$ cat src/rtl/alu_arbiter.sv
// Two-requester round-robin front end for a single shared combinational ALU.
// Operations are issued into S1 (drives the ALU). The ALU result is captured
// into S2, and the response is returned to the requester that issued it.
module alu_arbiter #(
    parameter bit RR_INIT = 1'b0
) (
    input  logic        clk,
    input  logic        rst,
    // requester side
    input  logic        reqValid0,
    input  logic        reqValid1,
    output logic        reqReady0,
    output logic        reqReady1,
    input  logic [31:0] A0,
    input  logic [31:0] A1,
    input  logic [31:0] B0,
    input  logic [31:0] B1,
    input  logic [3:0]  aluOp0,
    input  logic [3:0]  aluOp1,
    // response side
    output logic        rspValid0,
    output logic        rspValid1,
    input  logic        rspReady0,
    input  logic        rspReady1,
    output logic [31:0] rspRes,
    // shared ALU
    output logic [31:0] aluA,
    output logic [31:0] aluB,
    output logic [3:0]  aluOpOut,
    input  logic [31:0] aluRes
);

    // priority pointer: requester that wins when both are valid
    logic        ptr_q, ptr_d;

    // S1: issue stage
    logic        s1_valid_q, s1_valid_d;
    logic [31:0] s1_a_q, s1_a_d;
    logic [31:0] s1_b_q, s1_b_d;
    logic [3:0]  s1_op_q, s1_op_d;
    logic        s1_id_q, s1_id_d;

    // S2: result stage
    logic        s2_valid_q, s2_valid_d;
    logic [31:0] s2_res_q, s2_res_d;
    logic        s2_id_q, s2_id_d;

    logic        rsp_fire;
    logic        s2_accept;
    logic        s1_advance;
    logic        s1_accept;
    logic        gnt_id;
    logic        req_fire;

    // Handshake decode and outputs; rst masks everything the outside sees.
    always_comb begin
        rsp_fire   = s2_valid_q & (s2_id_q ? rspReady1 : rspReady0) & ~rst;
        s2_accept  = ~s2_valid_q | rsp_fire;
        s1_advance = s1_valid_q & s2_accept;
        s1_accept  = ~s1_valid_q | s1_advance;
        // single valid requester wins outright; the pointer only breaks ties
        gnt_id     = (reqValid0 & reqValid1) ? ptr_q : reqValid1;
        req_fire   = (reqValid0 | reqValid1) & s1_accept & ~rst;

        reqReady0  = req_fire & ~gnt_id;
        reqReady1  = req_fire &  gnt_id;

        rspValid0  = s2_valid_q & ~s2_id_q & ~rst;
        rspValid1  = s2_valid_q &  s2_id_q & ~rst;
        rspRes     = (s2_valid_q & ~rst) ? s2_res_q : 32'd0;

        aluA       = (s1_valid_q & ~rst) ? s1_a_q  : 32'd0;
        aluB       = (s1_valid_q & ~rst) ? s1_b_q  : 32'd0;
        aluOpOut   = (s1_valid_q & ~rst) ? s1_op_q : 4'd0;
    end

    // Next-state for both stages and the pointer.
    always_comb begin
        // NOTE: every signal gets its hold value first so no path leaves it
        // unassigned, which would otherwise infer a latch.
        ptr_d      = ptr_q;
        s1_valid_d = s1_valid_q;
        s1_a_d     = s1_a_q;
        s1_b_d     = s1_b_q;
        s1_op_d    = s1_op_q;
        s1_id_d    = s1_id_q;
        s2_valid_d = s2_valid_q;
        s2_res_d   = s2_res_q;
        s2_id_d    = s2_id_q;

        if (s2_accept) begin
            s2_valid_d = s1_valid_q;
            if (s1_valid_q) begin
                s2_res_d = aluRes;
                s2_id_d  = s1_id_q;
            end
        end

        if (s1_accept) begin
            s1_valid_d = req_fire;
            if (req_fire) begin
                s1_a_d  = gnt_id ? A1 : A0;
                s1_b_d  = gnt_id ? B1 : B0;
                s1_op_d = gnt_id ? aluOp1 : aluOp0;
                s1_id_d = gnt_id;
            end
        end

        if (req_fire) begin
            ptr_d = ~gnt_id;
        end
    end

    // Control state: valid bits and pointer, synchronously reset.
    always_ff @(posedge clk) begin
        // NOTE: sequential state uses non-blocking assignments so every
        // register samples the pre-edge values regardless of statement order.
        if (rst) begin
            ptr_q      <= RR_INIT;
            s1_valid_q <= 1'b0;
            s2_valid_q <= 1'b0;
        end else begin
            ptr_q      <= ptr_d;
            s1_valid_q <= s1_valid_d;
            s2_valid_q <= s2_valid_d;
        end
    end

    // Stage payloads, qualified by the valid bits above.
    always_ff @(posedge clk) begin
        // NOTE: payload registers are deliberately not reset; their valid bit
        // is reset and every output that exposes them is masked by it.
        s1_a_q   <= s1_a_d;
        s1_b_q   <= s1_b_d;
        s1_op_q  <= s1_op_d;
        s1_id_q  <= s1_id_d;
        s2_res_q <= s2_res_d;
        s2_id_q  <= s2_id_d;
    end

endmodule

$ cat config.mk
export PLATFORM = sky130hd
export DESIGN_NAME = alu_arbiter
export DESIGN_NICKNAME = d
export VERILOG_FILES = /design/src/rtl/alu_arbiter.sv
export SDC_FILE = /design/constraint.sdc
export NUM_CORES = 1
export LEC_CHECK = 0
export CAP_MARGIN = 20
export CORE_MARGIN = 2
export CORE_UTILIZATION = 35
export DETAILED_ROUTE_END_ITERATION = 6
export GPL_TIMING_DRIVEN = 1
export PLACE_DENSITY = 0.7
export SYNTH_ARGS = -nofsm -noshare
export SYNTH_HDL_FRONTEND = slang
export SYNTH_SLANG_ARGS = --single-unit
$ cat constraint.sdc
create_clock -name clk -period 13 [get_ports clk]
set_input_delay 1.3 -clock clk [delete_from_list [all_inputs] [get_ports clk]]
set_output_delay 1.3 -clock clk [all_outputs]
set_load 0.01 [all_outputs]
## Word-level counts from Yosys, hierarchy flattened

Index checks and enable logic that the tools add are counted.

| word-level totals | value |
|---|---|
| register bits | 105 |

| operators by class | value |
|---|---|
| muxes and demuxes | 9 |
| bitwise logic cells | 22 |
| reductions and logical operators | 2 |

Operators with widths:

| kind | number |
|---|---|
| 32-bit two-way mux | 5 |
| 1-bit bitwise AND | 14 |
| 4-bit two-way mux | 2 |
| 1-bit inverter | 5 |
| 2-bit AND reduction | 2 |
| 1-bit OR | 3 |
| 1-bit two-way mux | 2 |

## Longest topological paths before layout

| depth | value |
|---|---|
| word-level depth | 9 |
| depth in mapped cells | 5 |
| depth with buffers taken out | 3 |

## Least setup slack after synthesis

OpenSTA, ideal clock, no wires.

| timing | value |
|---|---|
| path kind | input -> register |
| start point | input port rspReady1 |
| end point | register s1_a_q[0] (enable) |
| data required time | 12.418 ns |
| data arrival time | 6.379 ns |
| slack | 6.040 ns |
| stages on the path | 3 |
| cells stage by stage | mux2i_1 and3_1 nor3_1 |

| on the way | value |
|---|---|
| longest elaborated chain between the ends | 9 |

Ends and longest elaborated chain:

| element | RTL line | RTL |
|---|---|---|
| start: declaration | 24 | `input logic rspReady1,` |
| 1-bit two-way mux (*) | 57 | `rsp_fire = s2_valid_q & (s2_id_q ? rspReady1 : rspReady0) & ~rst;` |
| 1-bit bitwise AND (*) (2 in a row) | 57 |  |
| 1-bit OR (*) | 58 | `s2_accept = ~s2_valid_q \| rsp_fire;` |
| 1-bit bitwise AND (*) | 59 | `s1_advance = s1_valid_q & s2_accept;` |
| 1-bit OR (*) | 60 | `s1_accept = ~s1_valid_q \| s1_advance;` |
| 1-bit bitwise AND (2 in a row) | 63 | `req_fire = (reqValid0 \| reqValid1) & s1_accept & ~rst;` |
| 2-bit AND reduction (no line) (*) | n/a |  |
| end signal: assignment | 133 | `s1_a_q <= s1_a_d;` |
| end: declaration | 38 | `logic [31:0] s1_a_q, s1_a_d;` |

Every way passes the cells marked *; elsewhere a longest branch is shown, timed or not.
A chain may end at the register's enable or synchronous reset.

## Worst setup path after layout

| timing | value |
|---|---|
| start point | input port rst |
| end point | output port aluA[6] |

| on the way | value |
|---|---|
| longest elaborated chain between the ends | 3 |

Ends and longest elaborated chain:

| element | RTL line | RTL |
|---|---|---|
| start: declaration | 8 | `input logic rst,` |
| 1-bit inverter | 72 | `aluA = (s1_valid_q & ~rst) ? s1_a_q : 32'd0;` |
| 1-bit bitwise AND | 72 |  |
| 32-bit two-way mux | 72 |  |
| end: declaration | 27 | `output logic [31:0] aluA,` |

Every way passes these cells.

==> run_results.csv <==
group,metric,value,unit
yosys,synth_top_area_share,60.1,%
sta,fin_ws,8210,ps
run,max_cap_viol_count,0,
min_path,hold_path_class,"flip-flop to flip-flop",
floorplan,initial_core_util,35.5,%
sta,rsz0062_at_grt,"false",
floorplan,die_x,125,um
cells_and_area,final_cell_area,0.00832,mm2
min_path,hold_path_startpoint,"s1_id_q",
critical_path,r2r_cells,3,
yosys,synth_cells,312,
cells_and_area,multi_input_comb_area,0.00179,mm2
yosys,synth_largest_area_cell,"edfxtp_1",
floorplan,core,0.0144,mm2
min_path,hold_path_depth,0,
sta,slew_viol_final,0,
power_and_ir_drop,p_switching,0.174,mW
floorplan,ios,278,
clocking,cts_setup_buffers,0,
global_route,antenna_found_initial,0,
placed_design,dp_slack,8110,ps
critical_path,rr_startpoint,"ptr_q",
power_and_ir_drop,ir_drop,0.0000718,V
routing,vias,3478,
routing,wl_per_cell,16.4,um
placed_design,io_buffers,277,
floorplan,die_area,0.0155,mm2
global_route,grt_pass1_vias,3683,
power_and_ir_drop,power_density,106,mW/mm2
cells_and_area,syn2layout_area_growth,63.3,%
critical_path,cp.required,11700,ps
sta,worst_pin_slew,906,ps
cells_and_area,fillers,1178,
yosys,syn_area_per_cell,16.3,um2
clocking,cts.repair.resized,0,
sta,tns,0,ps
power_and_ir_drop,p_seq_share,45.9,%
sta,max_slew_margin,39.6,%
global_route,grt_pass1_wl,19.5,mm
yosys,synth.cell_area,0.00510,mm2
sta,layout_min_cycle_time,4790,ps
yosys,synthTopCellsByCount,"102 x and2_1, 102 x edfxtp_1, 67 x mux2_4, 7 x buf_12, 7 x clkbuf_1",
power_and_ir_drop,p_clk_share,36.9,%
power_and_ir_drop,total_leakage_power,3.10,nW
critical_path,rrSetupSlack,10740,ps
sta,clock.fmax,209,MHz
floorplan,die_h,125,um
routing,wl,12.8,mm
yosys,yosysSeqAreaShare,61.3,%
global_route,grt_max_degree,70,
clocking,clkTransAtPathRegs,60,ps
sta,hold_violations,0,
clocking,postCtsHoldBufs,0,
power_and_ir_drop,swShare,19.7,%
global_route,grt_remaining_overflow,0,
routing,ant_nets,0,
placed_design,place_area,0.00796,mm2
routing,drc,0,
power_and_ir_drop,intPower,0.711,mW
cells_and_area,drive_above_1_share,15.7,%
clocking,htree_num_levels,3,
critical_path,reg2reg_to,"s1_a_q[15]",
placed_design,routabilityCongestion,0.770,
power_and_ir_drop,pwr-share-comb,17.2,%
yosys,synth_ff_type,"edfxtp_1",
clocking,cts_buffer_depth,2,
outcome,outcome,"complete, no violations",
min_path,min_to,"s2_id_q",
yosys,synth_nets,486,
routing,drt-vias-per-instance,4.48,
clocking,cts_tree,"yes",
critical_path,cp.arrival,3490,ps
yosys,synthArstFlopShare,0,%
clocking,cts_buffers,9,
placed_design,post-dp-hpwl,9.60,mm
yosys,synth_top_cells_by_area,"edfxtp_1 60%, mux2_4 20%, and2_1 13%",
critical_path,critPathLaunchType,"input port",
yosys,synth_edf_count,102,
sta,setup-violations-final,0,
sta,period_share,36.9,%
clocking,clock-sinks,105,
yosys,yosys_warnings,0,
critical_path,crit_path_end_kind,"output pin",
floorplan,fp-row-count,44,
yosys,synthDistinctLibCells,26,
sta,finClkSkew,4.83,ps
clocking,clk_latency,350,ps
global_route,gr-usage-all-layers,16.4,%
critical_path,path_max_fanout,57,
clocking,clockRootBuffer,"clkbuf_16",
routing,drtIter0Drc,107,
cells_and_area,nNetsFinal,761,
cells_and_area,antenna_cells,0,
cells_and_area,seq_area,0.00312,mm2
routing,drt_first_pass_iters,4,
critical_path,crit_type,"input port to output pin",
yosys,yosys_register_bits,105,
metrics by stage:
step                      utilization, %  power [mW]  hold WS [ps]  std cells
final                               57.9       0.885           423        776
after global routing                57.9       0.920           446        776
after CTS                           57.9       0.896           425        776
after detailed placement            55.4       0.567           409        760
after global placement              55.4       0.564           407        760
after floorplan                        -       0.485           400        312
cell usage in the layout (no fill, tap or decap):
master / instances
clkbuf_16: 9
nor4_2: 1
and3_1: 1
clkinvlp_4: 1
and2_1: 102
mux2i_1: 1
o21a_4: 1
edfxtp_1: 102
nor3_2: 1
mux2_2: 1
clkdlybuf4s50_1: 277
o31a_2: 1
mux2_4: 67
inv_1: 2
buf_4: 5
a21oi_1: 1
nor2b_1: 2
dfxtp_1: 3
a31oi_1: 1
nand2_1: 1
bufinv_16: 4
nor4b_1: 1
nor2b_4: 1
nor2_1: 2
o21ai_0: 1
clkbuf_1: 2
o221a_2: 1
kinds of logic after synthesis:
logic type | Yosys count | synth area share [%]
AND/OR/NAND/NOR | 112 | 13.8
flip-flops | 105 | 61.3
AO/OA/AOI/OAI | 6 | 0.883
buffers and inverters | 20 | 3.93
multiplexers | 69 | 20.1
cell type report:
type | instances | share of cell area [%]
Clock inverter | 5 | 1.53
Sequential cell | 105 | 37.5
Tap cell | 184 | 2.77
Inverter | 2 | 0.0902
Multi-Input combinational cell | 187 | 21.5
Timing Repair Buffer | 282 | 33.8
Clock buffer | 11 | 2.80
power groups by stage:
stage	clock [mW]	combinational, mW	sequential [mW]
floorplan	0	0.0722	0.413
global placement	0	0.151	0.414
detailed placement	0	0.154	0.414
CTS	0.335	0.154	0.407
global route	0.349	0.162	0.408
finish	0.327	0.152	0.406
how the worst max path moves through the flow:
stage / startpoint / end / slack (ps) / cells after the start
after floorplan: rspReady1 / s1_a_q[0] / 6040 / 3
after global placement: rst / aluA[6] / 8220 / 5
after detailed placement: rst / aluA[6] / 8110 / 5
after CTS: rst / aluA[6] / 8100 / 5
after global routing: rst / aluA[6] / 8000 / 5
final: rst / aluA[6] / 8210 / 5
sequential cells by signal, indices dropped and copies added (netlist names), 4 cells and up:
signal,cells
s1_op_q,4
s2_res_q,32
s1_a_q,32
s1_b_q,32
routing by layer:
metal / share of wire, % / global-route usage (%)
met2: 49 / 27.9
met5: 0 / 0
met1: 40 / 18.5
met3: 8.8 / 5.37
met4: 2.8 / 8.26
worst max-delay path: stages:
cell and delay (ps):
clkdlybuf4s50_1 600, nor2b_4 320, buf_4 470, and2_1 230, clkdlybuf4s50_1 570
No activity file was read; power rests on OpenSTA's default activity.
